===== src/rtl/order_pkg.sv =====
// Shared encodings for the order decode/operand-fetch stage: mode codes,
// well-known register indices, y2 selector codes and small decode helpers.
package order_pkg;

  localparam int ORDER_W = 32;

  typedef enum logic [4:0] {
    MODE_NOP       = 5'd0,
    MODE_ALU_FIRST = 5'd1,
    MODE_ALU_LAST  = 5'd6,
    MODE_LOAD      = 5'd7,
    MODE_STACK     = 5'd8,
    MODE_MOVE      = 5'd9,
    MODE_CJMP      = 5'd10,
    MODE_TEST      = 5'd17,
    MODE_XFER      = 5'd18
  } mode_e;

  typedef enum logic [3:0] {
    REG_NONE = 4'd0,
    REG_FLAG = 4'd9,
    REG_PC   = 4'd10,
    REG_TPC  = 4'd11,
    REG_SP   = 4'd13
  } reg_idx_e;

  typedef enum logic [1:0] {
    Y2_NONE = 2'd0,
    Y2_FLAG = 2'd1,
    Y2_SP   = 2'd2
  } y2_sel_e;

  // Modes the stage understands; anything else decodes to a NOP bundle.
  function automatic logic mode_is_legal(input logic [4:0] m);
    return ((m >= MODE_ALU_FIRST) && (m <= MODE_CJMP)) ||
           (m == MODE_TEST) || (m == MODE_XFER);
  endfunction

  // Only the low mode block carries a meaningful read/write bit.
  function automatic logic mode_has_rw(input logic [4:0] m);
    return (m >= MODE_ALU_FIRST) && (m <= MODE_CJMP);
  endfunction

  // Arithmetic-style modes that write a result register from x1ch.
  function automatic logic mode_is_alu(input logic [4:0] m);
    return (m >= MODE_ALU_FIRST) && (m <= MODE_ALU_LAST);
  endfunction

endpackage


===== src/rtl/order_operand_sel.sv =====
// One operand channel: picks the newest value for a register index from the
// forwarding ports (lowest port wins) or the register file, and flags a RAW
// hazard when the register is still pending and nothing forwards it.
module order_operand_sel
  import order_pkg::*;
#(
  parameter int DATA_W    = 32,
  parameter int REG_CNT   = 16,
  parameter int IDX_W     = $clog2(REG_CNT),
  parameter int FWD_PORTS = 2
) (
  input  logic [IDX_W-1:0]            ch_i,
  input  logic [REG_CNT*DATA_W-1:0]   rf_flat_i,
  input  logic [REG_CNT-1:0]          busy_i,
  input  logic [FWD_PORTS-1:0]        fwd_valid_i,
  input  logic [FWD_PORTS*IDX_W-1:0]  fwd_idx_i,
  input  logic [FWD_PORTS*DATA_W-1:0] fwd_data_i,
  output logic [DATA_W-1:0]           data_o,
  output logic                        hazard_o
);

  logic fwd_hit;

  // Walk ports from highest to lowest so the lowest matching port is the last write.
  always_comb begin
    data_o   = '0;
    fwd_hit  = 1'b0;
    if (ch_i != '0) begin
      data_o = rf_flat_i[int'(ch_i)*DATA_W +: DATA_W];
    end
    for (int p = FWD_PORTS - 1; p >= 0; p--) begin
      if (fwd_valid_i[p] && (ch_i != '0) && (fwd_idx_i[p*IDX_W +: IDX_W] == ch_i)) begin
        data_o  = fwd_data_i[p*DATA_W +: DATA_W];
        fwd_hit = 1'b1;
      end
    end
    hazard_o = (ch_i != '0) && busy_i[ch_i] && !fwd_hit;
  end

endmodule


===== src/rtl/order_decode_pipe.sv =====
// Decode/operand-fetch stage between order fetch and execute. Decodes the
// order, fetches x1/x2 with forwarding, stalls on pending registers tracked
// by a busy-bit scoreboard and hands a registered bundle to execute.
module order_decode_pipe
  import order_pkg::*;
#(
  parameter int DATA_W    = 32,
  parameter int REG_CNT   = 16,
  parameter int IDX_W     = $clog2(REG_CNT),
  parameter int FWD_PORTS = 2
) (
  input  logic                        clk,
  input  logic                        rst,
  input  logic                        flush,
  input  logic                        in_valid,
  output logic                        in_ready,
  input  logic [ORDER_W-1:0]          order,
  input  logic [DATA_W-1:0]           in_addr,
  input  logic                        in_irq,
  input  logic [7:0]                  in_irq_num,
  input  logic [REG_CNT*DATA_W-1:0]   rf_flat,
  input  logic [FWD_PORTS-1:0]        fwd_valid,
  input  logic [FWD_PORTS*IDX_W-1:0]  fwd_idx,
  input  logic [FWD_PORTS*DATA_W-1:0] fwd_data,
  input  logic                        wb_valid,
  input  logic [IDX_W-1:0]            wb_idx,
  output logic                        out_valid,
  input  logic                        out_ready,
  output logic [4:0]                  mode,
  output logic                        rw,
  output logic [1:0]                  sub_mode,
  output logic [DATA_W-1:0]           x1,
  output logic [DATA_W-1:0]           x2,
  output logic [IDX_W-1:0]            y1_sel,
  output logic [1:0]                  y2_sel,
  output logic [DATA_W-1:0]           out_addr,
  output logic                        out_irq,
  output logic [7:0]                  out_irq_num
);

  logic [4:0]         dec_mode;
  logic               dec_rw;
  logic [1:0]         dec_sub;
  logic [IDX_W-1:0]   dec_x1ch;
  logic [IDX_W-1:0]   dec_x2ch;
  logic [15:0]        dec_imm;
  logic [IDX_W-1:0]   dec_y1;
  logic [1:0]         dec_y2;

  logic [DATA_W-1:0]  x1_src;
  logic [DATA_W-1:0]  x2_src;
  logic               x1_haz;
  logic               x2_haz;
  logic               stall;
  logic               accept;

  logic [REG_CNT-1:0] busy_q;
  logic [REG_CNT-1:0] busy_d;

  logic               out_valid_q;
  logic [4:0]         mode_q;
  logic               rw_q;
  logic [1:0]         sub_q;
  logic [DATA_W-1:0]  x1_q;
  logic [DATA_W-1:0]  x2_q;
  logic [IDX_W-1:0]   y1_q;
  logic [1:0]         y2_q;
  logic [DATA_W-1:0]  addr_q;
  logic               irq_q;
  logic [7:0]         irq_num_q;

  // Field extraction; illegal modes collapse to an all-zero NOP so they touch no registers.
  always_comb begin
    dec_mode = '0;
    dec_rw   = 1'b0;
    dec_sub  = '0;
    dec_x1ch = '0;
    dec_x2ch = '0;
    dec_imm  = '0;
    if (mode_is_legal(order[31:27])) begin
      dec_mode = order[31:27];
      dec_rw   = mode_has_rw(order[31:27]) & order[26];
      dec_sub  = order[25:24];
      dec_x1ch = (order[31:27] == MODE_STACK) ? IDX_W'(REG_SP) : IDX_W'(order[23:20]);
      dec_x2ch = IDX_W'(order[19:16]);
      dec_imm  = order[15:0];
    end
  end

  // Destination selection: y1 names the written register, y2 the side-effect target.
  always_comb begin
    dec_y1 = '0;
    dec_y2 = Y2_NONE;
    if (mode_is_alu(dec_mode) || (dec_mode == MODE_MOVE) || (dec_mode == MODE_XFER)) begin
      dec_y1 = dec_x1ch;
    end else if (((dec_mode == MODE_LOAD) || (dec_mode == MODE_STACK)) && dec_rw) begin
      dec_y1 = dec_x2ch;
    end else if (dec_mode == MODE_CJMP) begin
      dec_y1 = IDX_W'(REG_TPC);
    end
    if (mode_is_alu(dec_mode) || (dec_mode == MODE_TEST)) begin
      dec_y2 = Y2_FLAG;
    end else if (dec_mode == MODE_STACK) begin
      dec_y2 = Y2_SP;
    end
  end

  order_operand_sel #(
    .DATA_W   (DATA_W),
    .REG_CNT  (REG_CNT),
    .IDX_W    (IDX_W),
    .FWD_PORTS(FWD_PORTS)
  ) u_x1_sel (
    .ch_i       (dec_x1ch),
    .rf_flat_i  (rf_flat),
    .busy_i     (busy_q),
    .fwd_valid_i(fwd_valid),
    .fwd_idx_i  (fwd_idx),
    .fwd_data_i (fwd_data),
    .data_o     (x1_src),
    .hazard_o   (x1_haz)
  );

  order_operand_sel #(
    .DATA_W   (DATA_W),
    .REG_CNT  (REG_CNT),
    .IDX_W    (IDX_W),
    .FWD_PORTS(FWD_PORTS)
  ) u_x2_sel (
    .ch_i       (dec_x2ch),
    .rf_flat_i  (rf_flat),
    .busy_i     (busy_q),
    .fwd_valid_i(fwd_valid),
    .fwd_idx_i  (fwd_idx),
    .fwd_data_i (fwd_data),
    .data_o     (x2_src),
    .hazard_o   (x2_haz)
  );

  assign stall    = x1_haz | x2_haz;
  assign in_ready = !rst && !flush && !stall && (!out_valid_q || out_ready);
  assign accept   = in_valid && in_ready;

  // Output bundle register: load on accept, hold under back-pressure, drop valid on drain.
  always_ff @(posedge clk) begin
    if (rst) begin
      out_valid_q <= 1'b0;
      mode_q      <= '0;
      rw_q        <= 1'b0;
      sub_q       <= '0;
      x1_q        <= '0;
      x2_q        <= '0;
      y1_q        <= '0;
      y2_q        <= '0;
      addr_q      <= '0;
      irq_q       <= 1'b0;
      irq_num_q   <= '0;
    end else if (flush) begin
      out_valid_q <= 1'b0;
    end else if (accept) begin
      out_valid_q <= 1'b1;
      mode_q      <= dec_mode;
      rw_q        <= dec_rw;
      sub_q       <= dec_sub;
      x1_q        <= x1_src;
      x2_q        <= (dec_x2ch == '0) ? DATA_W'(dec_imm) : x2_src;
      y1_q        <= dec_y1;
      y2_q        <= dec_y2;
      addr_q      <= in_addr;
      irq_q       <= in_irq;
      irq_num_q   <= in_irq_num;
    end else if (out_ready) begin
      out_valid_q <= 1'b0;
    end
  end

  // Scoreboard update: retire first, then mark the new writer so a same-index set wins.
  always_comb begin
    busy_d = busy_q;
    if (wb_valid) begin
      busy_d[wb_idx] = 1'b0;
    end
    if (accept && (dec_y1 != '0)) begin
      busy_d[dec_y1] = 1'b1;
    end
    busy_d[0] = 1'b0;
  end

  // Scoreboard register; reset and flush both forget every pending writer.
  always_ff @(posedge clk) begin
    if (rst || flush) begin
      busy_q <= '0;
    end else begin
      busy_q <= busy_d;
    end
  end

  assign out_valid   = out_valid_q;
  assign mode        = mode_q;
  assign rw          = rw_q;
  assign sub_mode    = sub_q;
  assign x1          = x1_q;
  assign x2          = x2_q;
  assign y1_sel      = y1_q;
  assign y2_sel      = y2_q;
  assign out_addr    = addr_q;
  assign out_irq     = irq_q;
  assign out_irq_num = irq_num_q;

endmodule


===== config.mk =====
export PLATFORM = sky130hd
export DESIGN_NAME = order_decode_pipe
export DESIGN_NICKNAME = d
export VERILOG_FILES = /design/src/rtl/order_pkg.sv /design/src/rtl/order_operand_sel.sv /design/src/rtl/order_decode_pipe.sv
export SDC_FILE = /design/constraint.sdc
export NUM_CORES = 1
export LEC_CHECK = 0
export ABC_AREA = 1
export CAP_MARGIN = 5
export CORE_AREA = 2 2 306 308
export DETAILED_ROUTE_END_ITERATION = 12
export DIE_AREA = 0 0 308 310
export PLACE_DENSITY = 0.43
export SYNTH_ARGS = -nofsm -noshare
export SYNTH_HDL_FRONTEND = slang
export SYNTH_SLANG_ARGS = --single-unit

===== constraint.sdc =====
create_clock -name clk -period 11.7 [get_ports clk]
set_clock_uncertainty 0.15 [all_clocks]
set_input_delay 3.51 -clock clk [delete_from_list [all_inputs] [get_ports clk]]
set_output_delay 3.51 -clock clk [all_outputs]
set_load 0.01 [all_outputs]

==> impl_metrics.json <==
{
  "period_needed_ns": 10.43,
  "ys_types": 31,
  "syn_nets": 4063,
  "post-route-period-util_pct": 89.2,
  "gr-total-overflow": 0,
  "gp_congestion": 0.891,
  "cp_max_fo": 24,
  "whs_endpoint": "sub_mode[0]",
  "cts.sinks": 135,
  "pwr-share-seq_pct": 22.7,
  "dp_hpwl_mm": 102,
  "cts_tree": "done",
  "power.density_mw_per_mm2": 80.7,
  "die_area_mm2": 0.0955,
  "dr_total_vias": 25768,
  "grt_max_degree": 202,
  "grt_first_pass_wirelength_mm": 181,
  "wirelength_mm": 131,
  "intPower_mw": 1.26,
  "cts_resized": 0,
  "first_global_vias": 24188,
  "mostFrequentLayoutCells": "nand2_1 (962), clkdlybuf4s50_1 (788), nand3_1 (479)",
  "synth.area.top_cells": "nand2_1 (21%), dfxtp_1 (15%), o211ai_1 (15%), nand3_1 (14%), nor2_1 (8.9%)",
  "ant_nets": 0,
  "cts_buffers": 17,
  "end_kind": "primary output",
  "htree_num_levels": 4,
  "arrival_ns": 6.77,
  "final_hold_viol_count": 0,
  "nets": 4629,
  "path_class": "input port to primary output",
  "power_leakage_nw": 11.6,
  "setup_viol": 0,
  "drive_gt1_share_pct": 2.64,
  "ios": 790,
  "cts_hold_buffers": 0,
  "cp-start-kind": "input port",
  "synthToLayoutAreaGrowth_pct": 52.6,
  "synth_top_area_share_pct": 20.5,
  "core_mm2": 0.0925,
  "reg2reg_slack_ns": 8.30,
  "die_h_um": 310,
  "dieWidth_um": 308,
  "p_switching_uw": 921,
  "rsz0062_at_grt": "no",
  "p_comb_share_pct": 50.4,
  "syn_inst": 3394,
  "switching_share_pct": 42.3,
  "drv_cap": 0,
  "vias_per_cell": 4.95,
  "ir_worst_vdd_v": 0.0000632,
  "syn_area_per_cell_um2": 5.20,
  "yosysSeqAreaShare_pct": 15.3,
  "cts_setup_buffers": 0,
  "post_drt_wl_per_cell_um": 25.1,
  "synth_seq_cells": 135,
  "clock_path_buffers": 2,
  "mostFrequentLayoutCell": "nand2_1",
  "hold_depth": 2,
  "drt-pass1-iter-count": 9,
  "hold_start": "sub_mode[0]",
  "yosys_warnings": 0,
  "fillers": 10641,
  "fmax_ghz": 0.0958,
  "drt_iter0_drc": 2751,
  "r2r.worst_path.cells": 17,
  "cp.required_ns": 8.04,
  "yosysTopAreaCell": "nand2_1",
  "finalMaxSlewViolations": 0,
  "hp-class": "flip-flop to flip-flop",
  "pwr-share-clk_pct": 26.9,
  "antenna_found_initial": 56,
  "start_util_pct": 19.1,
  "grt_usage_pct": 26.4,
  "r2r_start": "busy_q[1]",
  "clkTransAtPathRegs_ns": 0.06,
  "status": "completed",
  "slew-limit-headroom_pct": 16.3,
  "io_buffers": 789,
  "rows": 112,
  "syn_area_mm2": 0.0177,
  "clk_latency_ns": 0.48,
  "power.total_mw": 2.18,
  "route.detailed.drc": 0,
  "r2r-end": "out_addr[13]",
  "cts_root_buffer": "clkbuf_16",
  "tightest_slew_ns": 1.24,
  "fin_setup_tns_ns": 0
}
==> layer usage <==
metal	track usage, %	vias up	part of all wire (%)
li1	-	12398	-
met4	11.0	14	3.1
met2	41.8	1093	46
met3	6.00	152	7.9
met5	0	-	0.079
met1	34.5	12111	43
==> how the worst max path moves through the flow <==
stage | from | endpoint | slack [ns] | cells past startpoint
floorplan | order[29] | in_ready | 2.90 | 14
global placement | order[30] | in_ready | 1.27 | 15
detailed placement | order[30] | in_ready | 1.32 | 15
CTS | order[30] | in_ready | 1.31 | 15
global route | order[30] | in_ready | 1.07 | 16
finish | order[30] | in_ready | 1.27 | 15
==> power by group through the flow <==
stage / clock network, mW / registers [mW] / logic [mW]
final: 0.586 / 0.495 / 1.10
after global routing: 0.617 / 0.497 / 1.19
after CTS: 0.605 / 0.495 / 1.09
after detailed placement: 0 / 0.505 / 1.09
after global placement: 0 / 0.504 / 1.09
after floorplan: 0 / 0.515 / 0.490
==> sequential cells by signal, indices dropped and copies added (netlist names) <==
| register | count |
|---|---|
| out_addr | 32 |
| x1 | 32 |
| x2 | 32 |
| busy_q | 15 |
| out_irq_num | 8 |
| mode | 5 |
| y1_sel | 4 |
| sub_mode | 2 |
| y2_sel | 2 |
| out_irq | 1 |
| out_valid | 1 |
| rw | 1 |
==> critical path: stages <==
cell             delay (ns)
clkdlybuf4s50_1        0.51
nor2_2                 0.25
nand4_1                0.21
nand2_2                0.50
nand2_4                0.17
inv_4                  0.32
nor2_1                 0.07
nor2_1                 0.21
nand3_4                0.09
nand2_1                0.09
inv_2                  0.03
nand2_1                0.06
nand2_1                0.08
nor2_4                 0.11
clkdlybuf4s50_1        0.55
==> synth_stat cells, drive strengths merged <==
cell type,count
o2111ai,1
o211ai,359
nor2,423
clkbuf,159
a21boi,1
xor2,2
nand3,481
dfxtp,135
a22oi,1
nor3,1
nand3b,8
nand4,49
o21ai,230
buf,128
o41ai,1
inv,372
clkinv,5
a21oi,62
o31ai,4
nand2,972
==> per-stage QoR <==
stage	std cells	setup slack, ns	util, %	hold slack, ns	instance area [µm²]
final	5210	1.27	29.2	0.320	27000
after global routing	5205	1.07	29.1	0.351	27000
after CTS	5169	1.31	29.0	0.324	26900
after detailed placement	5138	1.32	28.4	0.309	26300
after global placement	5138	1.27	28.4	0.301	26300
after floorplan	3394	2.90	-	0.304	17700
==> layout make-up <==
| type | instances | area [µm²] | share of cell area (%) |
|---|---|---|---|
| sequential | 135 | 2700 | 10.0 |
| clock inverter | 13 | 170 | 0.631 |
| timing repair buffer | 834 | 8260 | 30.6 |
| multi-input combinational | 2595 | 12400 | 45.9 |
| inverter | 377 | 1430 | 5.30 |
| antenna | 41 | 103 | 0.380 |
| clock buffer | 18 | 429 | 1.59 |
| tap | 1197 | 1500 | 5.55 |
==> cell families after synthesis <==
logic type | count (synthesis) | share of synthesized area (%)
AOI/OAI and AO/OA | 659 | 23.9
buffers and inverters | 664 | 15.2
xor gates and xnor gates | 2 | 0.0992
DFF | 135 | 15.3
and+or+nand+nor | 1934 | 45.6
Note: power is estimated with default switching activity, not from simulation.
